## src/rtl/spi_reg_peripheral.sv

```systemverilog
// spi_reg_peripheral
//   Write-only SPI (mode 0) peripheral that holds the five 8-bit control
//   registers consumed by the PWM peripheral. The SPI pins are asynchronous
//   to clk, so they are synchronized and edge-detected here.
//
//   Frame layout, MSB first: [15]=R/W (1=write), [14:8]=addr, [7:0]=data.
//   A frame commits when ncs rises after exactly FRAME_BITS sclk rises. Reads
//   and out-of-range addresses are dropped silently. Any other bit count is
//   dropped and pulses frame_err for one clk.
//
// Ports
//   clk, rst_n         system clock, async active-low reset
//   sclk, copi, ncs    SPI pins from the controller (async)
//   en_reg_out_7_0     reg 0x00      en_reg_out_15_8  reg 0x01
//   en_reg_pwm_7_0     reg 0x02      en_reg_pwm_15_8  reg 0x03
//   pwm_duty_cycle     reg 0x04
//   frame_err          one-clk pulse when a frame has a bad length
module spi_reg_peripheral #(
  parameter int unsigned SYNC_STAGES = 2,
  parameter int unsigned FRAME_BITS  = 16,
  parameter int unsigned MAX_ADDR    = 4
) (
  input  logic       clk,
  input  logic       rst_n,
  input  logic       sclk,
  input  logic       copi,
  input  logic       ncs,
  output logic [7:0] en_reg_out_7_0,
  output logic [7:0] en_reg_out_15_8,
  output logic [7:0] en_reg_pwm_7_0,
  output logic [7:0] en_reg_pwm_15_8,
  output logic [7:0] pwm_duty_cycle,
  output logic       frame_err
);

  localparam int unsigned CW    = $clog2(FRAME_BITS + 2);
  localparam int unsigned AW    = FRAME_BITS - 9;
  localparam int unsigned NREGS = 5;

  // Synchronizers: bit 0 takes the pin, bit SYNC_STAGES-1 is the synced value.
  logic [SYNC_STAGES-1:0] sclk_sync_q, copi_sync_q, ncs_sync_q;
  logic                   sclk_hist_q, ncs_hist_q;

  logic [FRAME_BITS-1:0]  shift_q, shift_d;
  logic [CW-1:0]          cnt_q, cnt_d;
  logic [NREGS-1:0][7:0]  regs_q, regs_d;
  logic                   frame_err_q, frame_err_d;

  logic          sclk_s, copi_s, ncs_s;
  logic          sclk_rise, ncs_rise, ncs_fall;
  logic          rw_w;
  logic [AW-1:0] addr_w;
  logic [7:0]    data_w;

  assign sclk_s    = sclk_sync_q[SYNC_STAGES-1];
  assign copi_s    = copi_sync_q[SYNC_STAGES-1];
  assign ncs_s     = ncs_sync_q[SYNC_STAGES-1];
  assign sclk_rise = sclk_s & ~sclk_hist_q;
  assign ncs_rise  = ncs_s & ~ncs_hist_q;
  assign ncs_fall  = ~ncs_s & ncs_hist_q;

  assign rw_w   = shift_q[FRAME_BITS-1];
  assign addr_w = shift_q[FRAME_BITS-2:8];
  assign data_w = shift_q[7:0];

  always_ff @(posedge clk or negedge rst_n) begin
    if (!rst_n) begin
      sclk_sync_q <= '0;
      copi_sync_q <= '0;
      ncs_sync_q  <= '1;
      sclk_hist_q <= 1'b0;
      ncs_hist_q  <= 1'b1;
      shift_q     <= '0;
      cnt_q       <= '0;
      regs_q      <= '0;
      frame_err_q <= 1'b0;
    end else begin
      sclk_sync_q <= {sclk_sync_q[SYNC_STAGES-2:0], sclk};
      copi_sync_q <= {copi_sync_q[SYNC_STAGES-2:0], copi};
      ncs_sync_q  <= {ncs_sync_q[SYNC_STAGES-2:0], ncs};
      sclk_hist_q <= sclk_s;
      ncs_hist_q  <= ncs_s;
      shift_q     <= shift_d;
      cnt_q       <= cnt_d;
      regs_q      <= regs_d;
      frame_err_q <= frame_err_d;
    end
  end

  // ncs edges take priority over a coincident sclk rise: a falling ncs
  // restarts the count, a rising ncs closes the frame before any new bit.
  always_comb begin
    shift_d     = shift_q;
    cnt_d       = cnt_q;
    regs_d      = regs_q;
    frame_err_d = 1'b0;
    if (ncs_fall) begin
      cnt_d = '0;
    end else if (ncs_rise) begin
      if (cnt_q == CW'(FRAME_BITS)) begin
        if (rw_w && (addr_w <= AW'(MAX_ADDR))) begin
          for (int unsigned i = 0; i < NREGS; i++) begin
            if (addr_w == AW'(i)) regs_d[i] = data_w;
          end
        end
      end else begin
        frame_err_d = 1'b1;
      end
    end else if (!ncs_s && sclk_rise) begin
      shift_d = {shift_q[FRAME_BITS-2:0], copi_s};
      if (cnt_q != CW'(FRAME_BITS + 1)) cnt_d = cnt_q + CW'(1);
    end
  end

  assign en_reg_out_7_0  = regs_q[0];
  assign en_reg_out_15_8 = regs_q[1];
  assign en_reg_pwm_7_0  = regs_q[2];
  assign en_reg_pwm_15_8 = regs_q[3];
  assign pwm_duty_cycle  = regs_q[4];
  assign frame_err       = frame_err_q;

endmodule

```

## config.mk

```make
export PLATFORM = sky130hd
export DESIGN_NAME = spi_reg_peripheral
export DESIGN_NICKNAME = d
export VERILOG_FILES = /design/src/rtl/spi_reg_peripheral.sv
export SDC_FILE = /design/constraint.sdc
export NUM_CORES = 1
export LEC_CHECK = 0
export BUFFER_PORTS_ARGS = -buffer_cell sky130_fd_sc_hd__buf_2
export CORE_MARGIN = 2
export CORE_UTILIZATION = 52
export DETAILED_ROUTE_END_ITERATION = 7
export GPL_ROUTABILITY_DRIVEN = 0
export HOLD_SLACK_MARGIN = 0.03
export PLACE_DENSITY = 0.74
export SLEW_MARGIN = 20
export SYNTH_ARGS = -nofsm -noshare
export SYNTH_HDL_FRONTEND = slang
export SYNTH_SLANG_ARGS = --single-unit
export TNS_END_PERCENT = 30
```

## constraint.sdc

```tcl
create_clock -name clk -period 3.35 [get_ports clk]
set_input_delay 1.005 -clock clk [delete_from_list [all_inputs] [get_ports clk]]
set_output_delay 1.005 -clock clk [all_outputs]
set_load 0.01 [all_outputs]
```

Word level (Yosys, flattened, before mapping)
Cells that the tools add are included.
{"block": "op_classes", "n_shift": 0, "reduce_logical": 13, "bitwise_logic": 8, "n_addsub": 1, "mux": 7, "n_div": 0, "order_cmp": 1, "n_eq_ne": 7, "n_mul": 0}
{"operator": "5-bit AND reduction", "n": 5}
{"operator": "5-bit 2-to-1 mux", "n": 4}
{"operator": "7-bit by 2-bit equality test with 1-bit output, second input constant", "n": 2}
{"operator": "7-bit by 1-bit equality test with 1-bit output, second input constant", "n": 1}
{"operator": "7-bit by 3-bit equality test with 1-bit output, second input constant", "n": 1}
{"operator": "7-bit by 3-bit <= comparator with 1-bit output, second input constant", "n": 1}
{"operator": "7-bit logical NOT", "n": 1}
{"operator": "3-bit AND reduction", "n": 2}
{"operator": "5-bit by 1-bit adder with 5-bit output, second input constant", "n": 1}
{"operator": "5-bit equality test, second input constant", "n": 1}
{"operator": "5-bit inequality test, second input constant", "n": 1}
{"operator": "1-bit NOT", "n": 5}
{"operator": "2-bit nonzero test", "n": 2}
{"operator": "1-bit bitwise AND", "n": 3}
{"operator": "1-bit 2-to-1 mux", "n": 3}
{"operator": "1-bit logical AND", "n": 2}
{"operator": "2-bit by 1-bit inequality test with 1-bit output, second input constant", "n": 1}
{"operator": "1-bit logical NOT", "n": 1}
{"block": "totals", "inputBits": 5, "romBits": 0, "ram_bits": 0, "regBits": 70, "latchBits": 0, "word_cells": 50, "n_memories": 0}

Depth between registers and ports, before layout
{"block": "depth", "ltp_word": 6, "depth_mapped": 7, "mapped_depth_nobuf": 5}

Worst setup path before layout
OpenSTA, ideal clock, no wires.
{"block": "synth_timing", "path_type": "register to register", "startpoint": "register ncs_sync_q[1]", "endpoint": "register shift_q[10]", "path_stages_with_launch": 7, "arrival_time_ps": 1651, "setup_ps": 125, "slack_ps": 1575, "required_time_ps": 3225, "cell_sequence": "dfstp_2 inv_1 ha_1 and2_1 buf_2 buf_2 mux2_2"}
{"block": "synth_via", "elab_chain_len": 4, "word_cells_on_any_way": 8}
{"item": "start, declared", "line": "41", "source": "logic [SYNC_STAGES-1:0] sclk_sync_q, copi_sync_q, ncs_sync_q;"}
{"item": "start signal, assigned", "line": "80", "source": "ncs_sync_q <= {ncs_sync_q[SYNC_STAGES-2:0], ncs};"}
{"item": "1-bit NOT", "line": "60", "source": "assign ncs_fall = ~ncs_s & ncs_hist_q;"}
{"item": "1-bit bitwise AND", "line": "60"}
{"item": "1-bit NOT (no source line)"}
{"item": "3-bit AND reduction (no source line) (*)"}
{"item": "end signal, assigned", "line": "83", "source": "shift_q <= shift_d;"}
{"item": "end, declared", "line": "44", "source": "logic [FRAME_BITS-1:0] shift_q, shift_d;"}
Mark *: on every way between the ends. The rest lies on a longest branch, timed or not.
A chain may end at the register's enable or synchronous reset.

Final worst setup path
{"block": "layout_timing", "startpoint": "register ncs_sync_q[1]", "endpoint": "register regs_q (netlist bit en_reg_out_7_0[2])"}
{"block": "layout_via", "elab_chain_len": 4, "word_cells_on_any_way": 5}
{"item": "1-bit NOT", "line": "60"}
{"item": "1-bit bitwise AND", "line": "60"}
{"item": "1-bit NOT (no source line)"}
{"item": "5-bit AND reduction (no source line) (*)"}
{"item": "end signal, assigned", "line": "85", "source": "regs_q <= regs_d;"}
{"item": "end, declared", "line": "46", "source": "logic [NREGS-1:0][7:0] regs_q, regs_d;"}
Marks and branches as above.

==> results.toml <==
[run_status]
status = "completed"

[routing]
drc = 0
dr.pass1.iters = 4
initialDrtViolationCount = 75
vias_per_cell = 5.438
wl_per_cell_um = 15.93
final_antenna_net_count = 0
vias = 1724
drt-total-wl_mm = 5.049

[setup_path]
cp-end-kind = "flop"
start_kind = "flop"
arrival_ns = 2.56
crit_type = "flop to flop"
required_ns = 3.57
cp_max_fo = 14

[layout]
layout.nets = 253
syn_to_final_growth_pct = 18.40
final_cell_mix = "dfrtp_1, mux2_2, buf_2"
drive_gt1_share_pct = 51.01
diodes = 0
fill_cells = 404
final_common_cell = "dfrtp_1"

[synthesis]
ys_top_cells_by_area = "dfrtp_1, mux2_2, dfstp_2"
synth_seq_cells = 70
syn-cell-area_mm2 = 0.002856
async_flop_share_pct = 100.0
synthCells = 191
synth.net_count = 202
synth_top_area_share_pct = 58.69
synth_edf_count = 0
yosysSeqAreaShare_pct = 61.45
synth-main-ff-cell = "dfrtp_1"
ys_types = 25
yosys.area.top_type = "dfrtp_1"
yosysWarnings = 0
avgSynthCellArea_um2 = 14.96

[cts]
clkTransAtPathRegs_ns = 0.07
clock_latency_ns = 0.34
ctsHoldBuffers = 0
cts_resized = 0
numCtsBuffers = 9
h-tree-depth = 3
cts_tree = "done"
cts_setup_buffers = 0
clockRootBuffer = "clkbuf_8"
clock-sinks = 70
ctsLongestPathBuffers = 2

[die]
die_w_um = 78.12
core_area_mm2 = 0.005205
pin_count = 46
initial_core_util_pct = 54.88
die_height_um = 78.12
die-area_mm2 = 0.006102
rows = 26

[sta]
fmax_mhz = 427.2
maxSlewHeadroom_pct = 48.90
slew_viol_final = 0
setup_viol = 0
timing.final.crit_share_pct = 69.87
fin_skew_ns = 0.005958
worst_pin_slew_ns = 0.7665
fin_crit_ns = 2.341
finalHoldViolations = 0
whs_ns = 0.3504
rsz0062_at_grt = "false"
final.setup.tns_ns = 0

[power]
power_mw = 1.799
powerDensity_mw_per_mm2 = 532.0
ir_drop_v = 0.0004207
p_leak_nw = 1.802

[grt]
grt_pass1_wl_mm = 8.528
grt_usage_pct = 18.54
grt_max_degree = 38
first_global_vias = 1609
grt_remaining_overflow = 0
antenna_found_initial = 0

[min_path]
hold_path_class = "flop to flop"

[place]
io_buffer_count = 45
place_hpwl_mm = 3.372

[flow_run]
drv_cap = 0
## layout make-up
type	count	area (um2)	area share, %
inverters	7	26.28	0.7769
multi-input cells	106	1037	30.67
clock inverters	4	70.07	2.072
clock buffers	12	145.1	4.292
repair buffers	48	260.3	7.695
flip-flops and latches	70	1755	51.91
well taps	70	87.58	2.590
## critical path: stages (launching register included)
cell     delay, ns
dfstp_2       0.57
ha_1          0.44
nor4b_1       0.27
and4_1        0.55
mux2_2        0.39
## state kept, by name (all words and copies together), names as in the netlist
| name | count |
|---|---|
| sclk_sync_q | 2 |
| pwm_duty_cycle | 8 |
| copi_sync_q | 2 |
| ncs_hist_q | 1 |
| en_reg_pwm_7_0 | 8 |
| sclk_hist_q | 1 |
| en_reg_out_7_0 | 8 |
| ncs_sync_q | 2 |
| en_reg_out_15_8 | 8 |
| cnt_q | 5 |
| frame_err | 1 |
| en_reg_pwm_15_8 | 8 |
| shift_q | 16 |
## path summary, 6_finish.rpt
path,start,slack (ns),to,cells after the start
worst max-delay path,ncs_sync_q[1]$_DFF_PN1_,1.01,en_reg_out_7_0[2]$_DFFE_PN0P_,4
worst min-delay path,copi_sync_q[0]$_DFF_PN0_,0.35,copi_sync_q[1]$_DFF_PN0_,0
worst max register to register,ncs_sync_q[1]$_DFF_PN1_,1.01,en_reg_out_7_0[2]$_DFFE_PN0P_,4
worst min register to register,copi_sync_q[0]$_DFF_PN0_,0.35,copi_sync_q[1]$_DFF_PN0_,0
max in group asynchronous,rst_n,1.91,ncs_sync_q[0]$_DFF_PN1_,2
min in group asynchronous,rst_n,0.74,cnt_q[4]$_DFFE_PN0P_,1
## logic make-up after synthesis
group / Yosys count / synth area share, %
flip-flops: 70 / 61.45
adder cells (fa/ha/maj): 6 / 2.628
multiplexers: 56 / 22.08
buffers and inverters: 15 / 2.234
AND/OR/NAND/NOR: 39 / 10.03
AO/OA/AOI/OAI: 5 / 1.577
## where the power goes
part           leakage (nW)  switching (mW)  internal, mW
Combinational         0.745          0.0524        0.0567
Sequential            0.947          0.0649         0.890
Clock                 0.110           0.298         0.438
Total                  1.80           0.415          1.38
## metal layers
layer	vias up	wire length, um	part of all wire [%]	global-route usage, %
met5	-	0	0	0
met4	0	78	1.5	8.947
met3	7	243	4.8	3.908
met2	42	2396	47	26.47
met1	881	2330	46	27.17
li1	794	-	-	-
## Yosys cell counts (4+ instances only)
cell,number
nand2_1,5
clkbuf_1,4
ha_1,6
a211o_1,4
inv_1,7
nand4_2,4
nand3_1,8
mux2_2,56
dfrtp_1,67
nor3_1,4
## through the flow
step	instances	utilization, %	instance area (um2)	worst slack, ns
2_1_floorplan	191	-	2856	1.575
3_3_place_gp	301	60.84	3167	1.087
3_5_place_dp	301	60.84	3167	1.026
4_1_cts	317	64.98	3382	1.016
5_1_grt	317	64.98	3382	0.8660
6_report	317	64.98	3382	1.009
Note: power is estimated with default switching activity, not from simulation.
